$ cat src/rtl/mem_port_arb_if.sv
// Handshake bundle between the memory port arbiter, its two requesters (IF, LS) and the memory bus.
// MEM_ARB_ERR_EN adds the memory error input and the per-requester error outputs.
interface mem_port_arb_if #(
  parameter int XLEN = 32
);
  logic            flush_i;

  logic            if_req_i;
  logic [XLEN-1:0] if_adr_i;
  logic            if_gnt_o;
  logic            if_rvalid_o;
  logic [XLEN-1:0] if_rdata_o;

  logic            ls_req_i;
  logic [XLEN-1:0] ls_adr_i;
  logic            ls_we_i;
  logic [XLEN-1:0] ls_wdata_i;
  logic [2:0]      ls_size_i;
  logic            ls_gnt_o;
  logic            ls_rvalid_o;
  logic [XLEN-1:0] ls_rdata_o;

  logic            mem_req_o;
  logic [XLEN-1:0] mem_adr_o;
  logic            mem_we_o;
  logic [XLEN-1:0] mem_wdata_o;
  logic [2:0]      mem_size_o;
  logic            mem_gnt_i;
  logic            mem_rvalid_i;
  logic [XLEN-1:0] mem_rdata_i;

`ifdef MEM_ARB_ERR_EN
  logic            mem_err_i;
  logic            if_err_o;
  logic            ls_err_o;
`endif

  // Arbiter side
  modport master (
    input  flush_i,
    input  if_req_i, if_adr_i,
    output if_gnt_o, if_rvalid_o, if_rdata_o,
    input  ls_req_i, ls_adr_i, ls_we_i, ls_wdata_i, ls_size_i,
    output ls_gnt_o, ls_rvalid_o, ls_rdata_o,
    output mem_req_o, mem_adr_o, mem_we_o, mem_wdata_o, mem_size_o,
    input  mem_gnt_i, mem_rvalid_i, mem_rdata_i
`ifdef MEM_ARB_ERR_EN
    , input mem_err_i, output if_err_o, ls_err_o
`endif
  );

  // Requester / memory side
  modport slave (
    output flush_i,
    output if_req_i, if_adr_i,
    input  if_gnt_o, if_rvalid_o, if_rdata_o,
    output ls_req_i, ls_adr_i, ls_we_i, ls_wdata_i, ls_size_i,
    input  ls_gnt_o, ls_rvalid_o, ls_rdata_o,
    input  mem_req_o, mem_adr_o, mem_we_o, mem_wdata_o, mem_size_o,
    output mem_gnt_i, mem_rvalid_i, mem_rdata_i
`ifdef MEM_ARB_ERR_EN
    , output mem_err_i, input if_err_o, ls_err_o
`endif
  );
endinterface

$ cat src/rtl/mem_port_arb.sv
// Shared memory port arbiter: one outstanding transaction, LS priority with IF anti-starvation, IF flush.
// Optional MEM_ARB_ERR_EN routes mem_err_i to the owning requester as if_err_o / ls_err_o.
module mem_port_arb #(
  parameter int XLEN       = 32,
  parameter int STARVE_MAX = 4
) (
  input logic           clk,
  input logic           reset_n,
  mem_port_arb_if.master bus
);
  localparam logic [3:0] STARVE_LIM = 4'(STARVE_MAX);
  localparam logic [2:0] SIZE_WORD  = 3'b010;

  typedef enum logic [1:0] {S_IDLE, S_ISSUE, S_WAIT} state_t;
  typedef enum logic       {OWN_LS, OWN_IF}         owner_t;

  typedef struct packed {
    logic [XLEN-1:0] adr;
    logic            we;
    logic [XLEN-1:0] wdata;
    logic [2:0]      size;
  } mem_cmd_t;

  state_t     state;
  owner_t     owner;
  logic [3:0] starve_cnt;
  logic       cancelled;
  logic       mem_req_q;
  mem_cmd_t   cmd_q;

  logic     if_elig, if_win, ls_win, own_if, if_flush;
  mem_cmd_t if_cmd, ls_cmd;

  // A flushed fetch is not eligible; otherwise LS wins unless IF has been passed over STARVE_MAX times.
  assign if_elig = bus.if_req_i & ~bus.flush_i;
  assign if_win  = if_elig & (~bus.ls_req_i | (starve_cnt == STARVE_LIM));
  assign ls_win  = bus.ls_req_i & ~if_win;

  assign own_if   = (owner == OWN_IF);
  assign if_flush = own_if & bus.flush_i;

  assign if_cmd = '{adr: bus.if_adr_i, we: 1'b0, wdata: '0, size: SIZE_WORD};
  assign ls_cmd = '{adr: bus.ls_adr_i, we: bus.ls_we_i, wdata: bus.ls_wdata_i, size: bus.ls_size_i};

  always_ff @(posedge clk or negedge reset_n) begin
    if (!reset_n) begin
      state      <= S_IDLE;
      owner      <= OWN_LS;
      starve_cnt <= '0;
      cancelled  <= 1'b0;
      mem_req_q  <= 1'b0;
      cmd_q      <= '0;
    end else begin
      case (state)
        S_IDLE: begin
          if (if_win || ls_win) begin
            state     <= S_ISSUE;
            mem_req_q <= 1'b1;
            cancelled <= 1'b0;
            owner     <= if_win ? OWN_IF : OWN_LS;
            cmd_q     <= if_win ? if_cmd : ls_cmd;
            if (if_win)
              starve_cnt <= '0;
            else if (bus.if_req_i && starve_cnt != STARVE_LIM)
              starve_cnt <= starve_cnt + 4'd1;
          end
        end
        S_ISSUE: begin
          // Grant beats a same-cycle flush; the fetch is then only marked cancelled.
          if (bus.mem_gnt_i) begin
            state     <= S_WAIT;
            mem_req_q <= 1'b0;
            cancelled <= if_flush;
          end else if (if_flush) begin
            state     <= S_IDLE;
            mem_req_q <= 1'b0;
          end
        end
        S_WAIT: begin
          if (if_flush)
            cancelled <= 1'b1;
          if (bus.mem_rvalid_i)
            state <= S_IDLE;
        end
        default: begin
          state     <= S_IDLE;
          mem_req_q <= 1'b0;
        end
      endcase
    end
  end

  logic gnt_now, rsp_now, if_rsp, ls_rsp;

  assign gnt_now = (state == S_ISSUE) & bus.mem_gnt_i;
  assign rsp_now = (state == S_WAIT) & bus.mem_rvalid_i;
  // A flush in the response cycle itself also kills the fetch data.
  assign if_rsp  = rsp_now & own_if & ~cancelled & ~bus.flush_i;
  assign ls_rsp  = rsp_now & ~own_if;

  assign bus.if_gnt_o    = gnt_now & own_if;
  assign bus.ls_gnt_o    = gnt_now & ~own_if;
  assign bus.if_rvalid_o = if_rsp;
  assign bus.ls_rvalid_o = ls_rsp;
  assign bus.if_rdata_o  = if_rsp ? bus.mem_rdata_i : '0;
  assign bus.ls_rdata_o  = ls_rsp ? bus.mem_rdata_i : '0;

  assign bus.mem_req_o   = mem_req_q;
  assign bus.mem_adr_o   = cmd_q.adr;
  assign bus.mem_we_o    = cmd_q.we;
  assign bus.mem_wdata_o = cmd_q.wdata;
  assign bus.mem_size_o  = cmd_q.size;

`ifdef MEM_ARB_ERR_EN
  assign bus.if_err_o = if_rsp & bus.mem_err_i;
  assign bus.ls_err_o = ls_rsp & bus.mem_err_i;
`endif
endmodule

$ cat src/flat_wrapper.sv
// flat-port wrapper written by rule: the top's interface ports become plain ports
module mem_port_arb_flat 
#(
  parameter int XLEN       = 32,
  parameter int STARVE_MAX = 4
)
  (clk, reset_n, bus_flush_i, bus_if_req_i, bus_if_adr_i, bus_if_gnt_o, bus_if_rvalid_o, bus_if_rdata_o, bus_ls_req_i, bus_ls_adr_i, bus_ls_we_i, bus_ls_wdata_i, bus_ls_size_i, bus_ls_gnt_o, bus_ls_rvalid_o, bus_ls_rdata_o, bus_mem_req_o, bus_mem_adr_o, bus_mem_we_o, bus_mem_wdata_o, bus_mem_size_o, bus_mem_gnt_i, bus_mem_rvalid_i, bus_mem_rdata_i);
  mem_port_arb_if #(.XLEN(XLEN)) bus_i ();
  input logic clk;
  input logic reset_n;
  input wire logic [$bits(bus_i.flush_i)-1:0] bus_flush_i;
  input wire logic [$bits(bus_i.if_req_i)-1:0] bus_if_req_i;
  input wire logic [$bits(bus_i.if_adr_i)-1:0] bus_if_adr_i;
  output wire logic [$bits(bus_i.if_gnt_o)-1:0] bus_if_gnt_o;
  output wire logic [$bits(bus_i.if_rvalid_o)-1:0] bus_if_rvalid_o;
  output wire logic [$bits(bus_i.if_rdata_o)-1:0] bus_if_rdata_o;
  input wire logic [$bits(bus_i.ls_req_i)-1:0] bus_ls_req_i;
  input wire logic [$bits(bus_i.ls_adr_i)-1:0] bus_ls_adr_i;
  input wire logic [$bits(bus_i.ls_we_i)-1:0] bus_ls_we_i;
  input wire logic [$bits(bus_i.ls_wdata_i)-1:0] bus_ls_wdata_i;
  input wire logic [$bits(bus_i.ls_size_i)-1:0] bus_ls_size_i;
  output wire logic [$bits(bus_i.ls_gnt_o)-1:0] bus_ls_gnt_o;
  output wire logic [$bits(bus_i.ls_rvalid_o)-1:0] bus_ls_rvalid_o;
  output wire logic [$bits(bus_i.ls_rdata_o)-1:0] bus_ls_rdata_o;
  output wire logic [$bits(bus_i.mem_req_o)-1:0] bus_mem_req_o;
  output wire logic [$bits(bus_i.mem_adr_o)-1:0] bus_mem_adr_o;
  output wire logic [$bits(bus_i.mem_we_o)-1:0] bus_mem_we_o;
  output wire logic [$bits(bus_i.mem_wdata_o)-1:0] bus_mem_wdata_o;
  output wire logic [$bits(bus_i.mem_size_o)-1:0] bus_mem_size_o;
  input wire logic [$bits(bus_i.mem_gnt_i)-1:0] bus_mem_gnt_i;
  input wire logic [$bits(bus_i.mem_rvalid_i)-1:0] bus_mem_rvalid_i;
  input wire logic [$bits(bus_i.mem_rdata_i)-1:0] bus_mem_rdata_i;
  assign bus_i.flush_i = bus_flush_i;
  assign bus_i.if_req_i = bus_if_req_i;
  assign bus_i.if_adr_i = bus_if_adr_i;
  assign bus_if_gnt_o = bus_i.if_gnt_o;
  assign bus_if_rvalid_o = bus_i.if_rvalid_o;
  assign bus_if_rdata_o = bus_i.if_rdata_o;
  assign bus_i.ls_req_i = bus_ls_req_i;
  assign bus_i.ls_adr_i = bus_ls_adr_i;
  assign bus_i.ls_we_i = bus_ls_we_i;
  assign bus_i.ls_wdata_i = bus_ls_wdata_i;
  assign bus_i.ls_size_i = bus_ls_size_i;
  assign bus_ls_gnt_o = bus_i.ls_gnt_o;
  assign bus_ls_rvalid_o = bus_i.ls_rvalid_o;
  assign bus_ls_rdata_o = bus_i.ls_rdata_o;
  assign bus_mem_req_o = bus_i.mem_req_o;
  assign bus_mem_adr_o = bus_i.mem_adr_o;
  assign bus_mem_we_o = bus_i.mem_we_o;
  assign bus_mem_wdata_o = bus_i.mem_wdata_o;
  assign bus_mem_size_o = bus_i.mem_size_o;
  assign bus_i.mem_gnt_i = bus_mem_gnt_i;
  assign bus_i.mem_rvalid_i = bus_mem_rvalid_i;
  assign bus_i.mem_rdata_i = bus_mem_rdata_i;
  mem_port_arb #(.XLEN(XLEN), .STARVE_MAX(STARVE_MAX)) u_core (.clk(clk), .reset_n(reset_n), .bus(bus_i));
endmodule
$ cat config.mk
export PLATFORM = sky130hd
export DESIGN_NAME = mem_port_arb_flat
export DESIGN_NICKNAME = d
export VERILOG_FILES = /design/src/rtl/mem_port_arb_if.sv /design/src/rtl/mem_port_arb.sv /design/src/flat_wrapper.sv
export SDC_FILE = /design/constraint.sdc
export NUM_CORES = 1
export LEC_CHECK = 0
export CAP_MARGIN = 20
export CORE_MARGIN = 4
export CORE_UTILIZATION = 32
export DETAILED_ROUTE_END_ITERATION = 16
export PLACE_DENSITY = 0.84
export SLEW_MARGIN = 10
export SYNTH_ARGS = -nofsm -noshare
export SYNTH_HDL_FRONTEND = slang
export SYNTH_SLANG_ARGS = --single-unit
$ cat constraint.sdc
create_clock -name clk -period 2 [get_ports clk]
set_clock_uncertainty 0.15 [all_clocks]
set_input_delay 0.4 -clock clk [delete_from_list [all_inputs] [get_ports clk]]
set_output_delay 0.4 -clock clk [all_outputs]
set_load 0.01 [all_outputs]
==> results.py <==
metrics = {
    "status": {
        "status": "finished with violations",
        "violations": "negative setup slack",
    },
    "die": {
        "io_pins": 276,
        "die-area_um2": 14000,
        "rows": 40,
        "core_um2": 12000,
        "start_util": 0.326,
        "fp.dieW_um": 118,
        "die_h_um": 118,
    },
    "pwr": {
        "power.density_nw_per_um2": 1200,
        "clkPwrFrac": 0.191,
        "pwr-share-seq": 0.296,
        "p_sw_mw": 3.21,
        "power_mw": 9.25,
        "pwr-share-comb": 0.513,
        "swShare": 0.347,
        "internal_power_mw": 6.04,
        "p_leak_nw": 3.63,
        "irDropWorstVdd_v": 0.000751,
    },
    "logic_synthesis": {
        "syn_area_per_cell_um2": 8.41,
        "synth_top_cell_area_share": 0.494,
        "yosysMostFrequentCell": "nand2_1",
        "ys.flop_type": "dfrtp_1",
        "synthArstFlopShare": 1.00,
        "syn-instance-count": 464,
        "yosys.area.top_type": "dfrtp_1",
        "yosys_warnings": 0,
        "ys_top_cells_by_area": "dfrtp_1, nand2_1, and2_1, a21oi_1, nand3_1",
        "synth_edf_count": 0,
        "netlist_top_cells_count": "nand2_1, dfrtp_1, a21oi_1, and2_1, nand3_1",
        "synth.ff_latch_count": 77,
        "yosysSeqAreaShare": 0.494,
        "syn_nets": 609,
        "ys_types": 34,
        "syn_area_um2": 3900,
    },
    "routing": {
        "num_vias": 4518,
        "wl_met1_mm": 5.44,
        "drc": 0,
        "drt-vias-per-instance": 4.92,
        "drt_iter0_drc": 167,
        "dr.pass1.iters": 4,
        "highest_layer": "met4",
        "wl_met2_mm": 8.42,
        "finalWirelength_mm": 15.7,
        "ant_nets": 0,
        "met3WireLength_mm": 1.41,
        "wire_per_inst_um": 17.1,
    },
    "timing": {
        "hold_violations": 0,
        "fin_crit_ns": 2.46,
        "timing.final.crit_share": 1.23,
        "setup_ws_ns": -0.465,
        "tns_ns": -22.71,
        "tightest_slew_ns": 0.510,
        "max_freq_ghz": 0.406,
        "setup_viol": 67,
        "report.final.slew_viol_count": 0,
        "slew_headroom": 0.660,
        "grt_setup_unrepaired": "true",
    },
    "critical_path": {
        "worst-setup-path-type": "reg -> out",
        "crit_slowest_cell": "dfrtp_1",
        "crit_buf_inv": 4,
        "cp.arrival_ns": 1.91,
        "cpPeakStageDelay_ns": 0.39,
        "reg2reg_from": "u_core.state[1]",
        "crit_path_end_kind": "output pin",
        "crit_fanout": 16,
        "start_kind": "flip-flop",
        "crit_chain": "inv_2 > ha_4 > nand2_4 > nor4b_4 > buf_4 > clkbuf_16 > and2_1 > buf_2",
        "critical_path.top_delay_family": "buffers and inverters",
        "startpoint": "u_core.state[0]",
        "cp.required_ns": 1.45,
    },
    "cells_and_area": {
        "nFillCells": 950,
        "num_antenna_cells": 0,
        "areaGrowthSynthToFinish_pct": 97.0,
        "multiInputGateArea_um2": 1970,
        "nets": 912,
        "ff_latch_area_um2": 1930,
        "drive_above_1_share": 0.240,
        "fin_cells": 918,
    },
    "global_route": {
        "grt_usage": 0.212,
        "grt_overflow": 0,
        "antenna_found_initial": 0,
        "grt_max_degree": 42,
        "grt_pass1_wl_mm": 23.9,
        "grt_pass1_vias": 4600,
    },
    "min_path": {
        "min_from": "u_core.bus.mem_size_o[1]",
        "min_path_type": "reg -> reg",
    },
    "clock_tree": {
        "h-tree-depth": 3,
        "root_buffer": "clkbuf_16",
        "cts_tree": "done",
        "cts.clk_slew.worst_paths_ns": 0.06,
        "numCtsBuffers": 9,
        "clk_latency_ns": 0.33,
        "cts_num_sinks": 77,
        "clock_path_buffers": 2,
    },
    "place": {
        "pre_cts_slack_ns": -0.687,
        "placed_cells": 877,
        "finalWeightedCongestion": 0.842,
        "port-buffer-count": 275,
        "dpl.hpwl_mm": 11.3,
    },
    "job": {
        "max_cap_violations": 0,
    },
}
cell usage in the layout (no fill, tap or decap), types with 11 or more instances in the layout:
cell	Yosys	layout
clkdlybuf4s50_1	0	206
nand2_1	109	106
dfrtp_1	77	77
a21oi_1	65	65
buf_6	1	51
and2_4	0	37
nand3_1	36	36
nor2_1	34	33
and2_1	64	27
buf_2	17	27
buf_4	4	24
buf_12	0	11
through the flow:
step | instance area, um2 | hold slack, ns | utilization
4_1_cts | 7450 | 0.318 | 0.623
6_report | 7680 | 0.311 | 0.642
3_3_place_gp | 6990 | 0.242 | 0.585
2_1_floorplan | 3910 | -0.0456 | -
5_1_grt | 7680 | 0.330 | 0.642
3_5_place_dp | 6990 | 0.255 | 0.585
worst register-to-register path: stages, from the launching register on:
cell and delay, ns:
dfrtp_1 0.41, buf_4 0.16, inv_4 0.04, ha_4 0.15
buf_4 0.13, buf_4 0.12, nor2b_1 0.15, a211o_1 0.29
o21ai_0 0.17, o31ai_1 0.09
layout make-up:
class / instances / area share
timing repair buffer: 324 / 0.423
multi-input combinational: 349 / 0.256
sequential: 77 / 0.251
clock buffer: 12 / 0.0334
tap: 147 / 0.0239
clock inverter: 3 / 0.00896
inverter: 6 / 0.00326
logic make-up (layout without fill, tap and decap cells):
family	count (synthesis)	in the layout	share of synthesized area
compound gates	86	86	0.123
fa+ha+maj	6	6	0.0192
buf+inv	38	345	0.0478
flops	77	77	0.494
mux	2	2	0.00513
simple gates	255	255	0.311
worst paths after layout:
check	end	cells past startpoint	slack, ns
worst max-delay path	bus_if_rdata_o[27]	8	-0.46
worst min-delay path	u_core.bus.mem_size_o[1]	2	0.31
worst max register to register	u_core.cancelled	9	0.04
worst min register to register	u_core.bus.mem_size_o[1]	2	0.31
max in group asynchronous	u_core.bus.mem_wdata_o[7]	3	0.66
min in group asynchronous	u_core.bus.mem_adr_o[29]	2	0.43
timing repair:
action	4_1_cts	5_1_grt
resized for setup	321	67
gates cloned	3	1
setup endpoints to repair	69	71
hold endpoints to repair	36	0
setup buffers	18	10
pin swaps	14	15
hold buffers	1	0
registers in the layout, indices dropped and copies added (netlist names):
| signal | cells |
|---|---|
| u_core.cancelled | 1 |
| u_core.state | 2 |
| u_core.bus.mem_wdata_o | 32 |
| u_core.bus.mem_we_o | 1 |
| u_core.starve_cnt | 4 |
| u_core.bus.mem_adr_o | 32 |
| u_core.bus.mem_req_o | 1 |
| u_core.bus.mem_size_o | 3 |
| u_core.own_if | 1 |
power groups by stage:
stage	sequential, mW	combinational, mW	clock [mW]
6_report	2.74	4.74	1.77
5_1_grt	2.84	5.13	1.88
4_1_cts	2.75	4.71	1.81
3_5_place_dp	2.76	4.39	0
3_3_place_gp	2.70	4.27	0
2_1_floorplan	3.03	1.56	0
metal layers:
metal	up-vias	track usage
met2	235	0.398
li1	2118	-
met5	-	0
met4	0	0.0739
met3	34	0.0794
met1	2131	0.214
(Power assumes the default switching activity.)
==> RTL edit (same flow settings) <==
Compare `starve_cnt` against `STARVE_LIM` with >= in place of ==.
--- a/src/rtl/mem_port_arb.sv
+++ b/src/rtl/mem_port_arb.sv
@@ -34,5 +34,5 @@
   // A flushed fetch is not eligible; otherwise LS wins unless IF has been passed over STARVE_MAX times.
   assign if_elig = bus.if_req_i & ~bus.flush_i;
-  assign if_win  = if_elig & (~bus.ls_req_i | (starve_cnt == STARVE_LIM));
+  assign if_win  = if_elig & (~bus.ls_req_i | (starve_cnt >= STARVE_LIM));
   assign ls_win  = bus.ls_req_i & ~if_win;
 
Behaviour: same outputs for any inputs over 10 cycles, from zero or initial values and one cycle with reset_n low; that may be too few to reach the edited logic, so the function may still have changed.
==> RTL edit against the original RTL <==
  * The flow still finishes with violations (setup timing)
  * Design area is 0.59% higher
  * Final cell count down 5.1%
  * Wire length is 2.0% lower
  * Area after synthesis fell by 2.2%
  * Global-route usage decreased by 0.89 points
  * Total power down 2.5%
  * Sequential cell count unchanged
  * Critical path depth up 1
  * Count of clock-buffer cells in the layout decreased by 3
  * Utilization is 2.6 points higher
  * Setup slack worse by 0.056 ns
  * Die area is 2.0% lower
  * Maximum frequency fell by 2.2%
  * Critical path type unchanged
  * Highest routed layer unchanged
==> RTL edit: results (changes against the original RTL) <==
Min path
  – Worst Hold End: u_core.bus.mem_size_o[0]$_DFFE_PN0P_
  – Hold path cells: 1 (-1)

Finish
  – Layout cells sized above 1: 0.2995 (+0.05950)
  – FILL cells: 863 (-9.2%)

Global routing
  – Global routing met2 resource utilization: 0.3857 (-0.01225)
  – Vias in the first global route: 4,425 (-3.8%)
  – First-pass GRT wire length: 21,760 um (-8.9%)
  – Tot GR Track Use: 0.2034 (-0.008875)
  – Grt met1 use: 0.2090 (-0.005381)

Placed design
  – RePlAce Congestion: 0.8825 (+4.8%)
  – DP Cell Count: 823 (-6.2%)

STA
  – Final setup viols: 67 (unchanged)
  – Slew @ Worst Pin: 0.4979 ns (-0.01261 ns)
  – Final setup TNS: -21.14 ns (+1.568 ns)
  – Final setup margin: -0.5207 ns (-0.05586 ns)

Power and ir drop
  – Peak supply drop: 0.7017 mV (-6.5%)
  – Lkg Pwr: 3.551 nW (-2.2%)

Synth
  – Top cells by area, synth: dfrtp_1 (51%), and2_1 (11%), a21oi_1 (8.9%)
  – Post-synth top cells: dfrtp_1 (77), a21oi_1 (68), and2_1 (66)
  – Total nets after synthesis: 543 (-11%)
  – Cells after synthesis: 398 (-14%)

Setup path
  – R2R Setup Slk: -0.04 ns (-0.08 ns)
  – Critical Path AT: 1.97 ns (+0.06 ns)

Routing
  – WL met2: 7916 um (-6.0%)
  – Number of DRC markers in iteration 0: 143 (-14%)

Run status
  – Status: complete, but fails checks
  – Failing checks: setup timing

Clock tree
  – PostCTS Resize Cnt: 335 (+4.4%)
==> RTL edit: changes by cell type after synthesis, moves of 4 or more <==
cell | before | now
clkbuf_1 | 10 | 17
buf_2 | 17 | 5
nand2_1 | 109 | 44
buf_6 | 1 | 5
a22o_1 | 1 | 35
o21ai_0 | 6 | 0
nand3_1 | 36 | 0
==> RTL edit: cells by family after synthesis <==
family	after synthesis	synth area share
fa+ha+maj	6	0.01968
buf+inv	34	0.04591
simple gates	159	0.2122
compound gates	118	0.2056
mux	4	0.01148
flops	77	0.5051
==> RTL edit: area by class of cell <==
cell class	instances	area (um^2)	area share
well taps	143	178.9	0.02315
repair buffers	342	3368	0.4359
flip-flops and latches	77	1927	0.2494
inverters	6	25.02	0.003238
clock inverters	7	66.31	0.008582
multi-input cells	287	1937	0.2506
clock buffers	9	225.2	0.02915
==> RTL edit: report_power, final <==
group / switching (mW) / leakage, nW / internal [mW]
Sequential: 0.441 / 0.922 / 2.29
Combinational: 2.02 / 2.48 / 2.68
Clock: 0.637 / 0.145 / 0.959
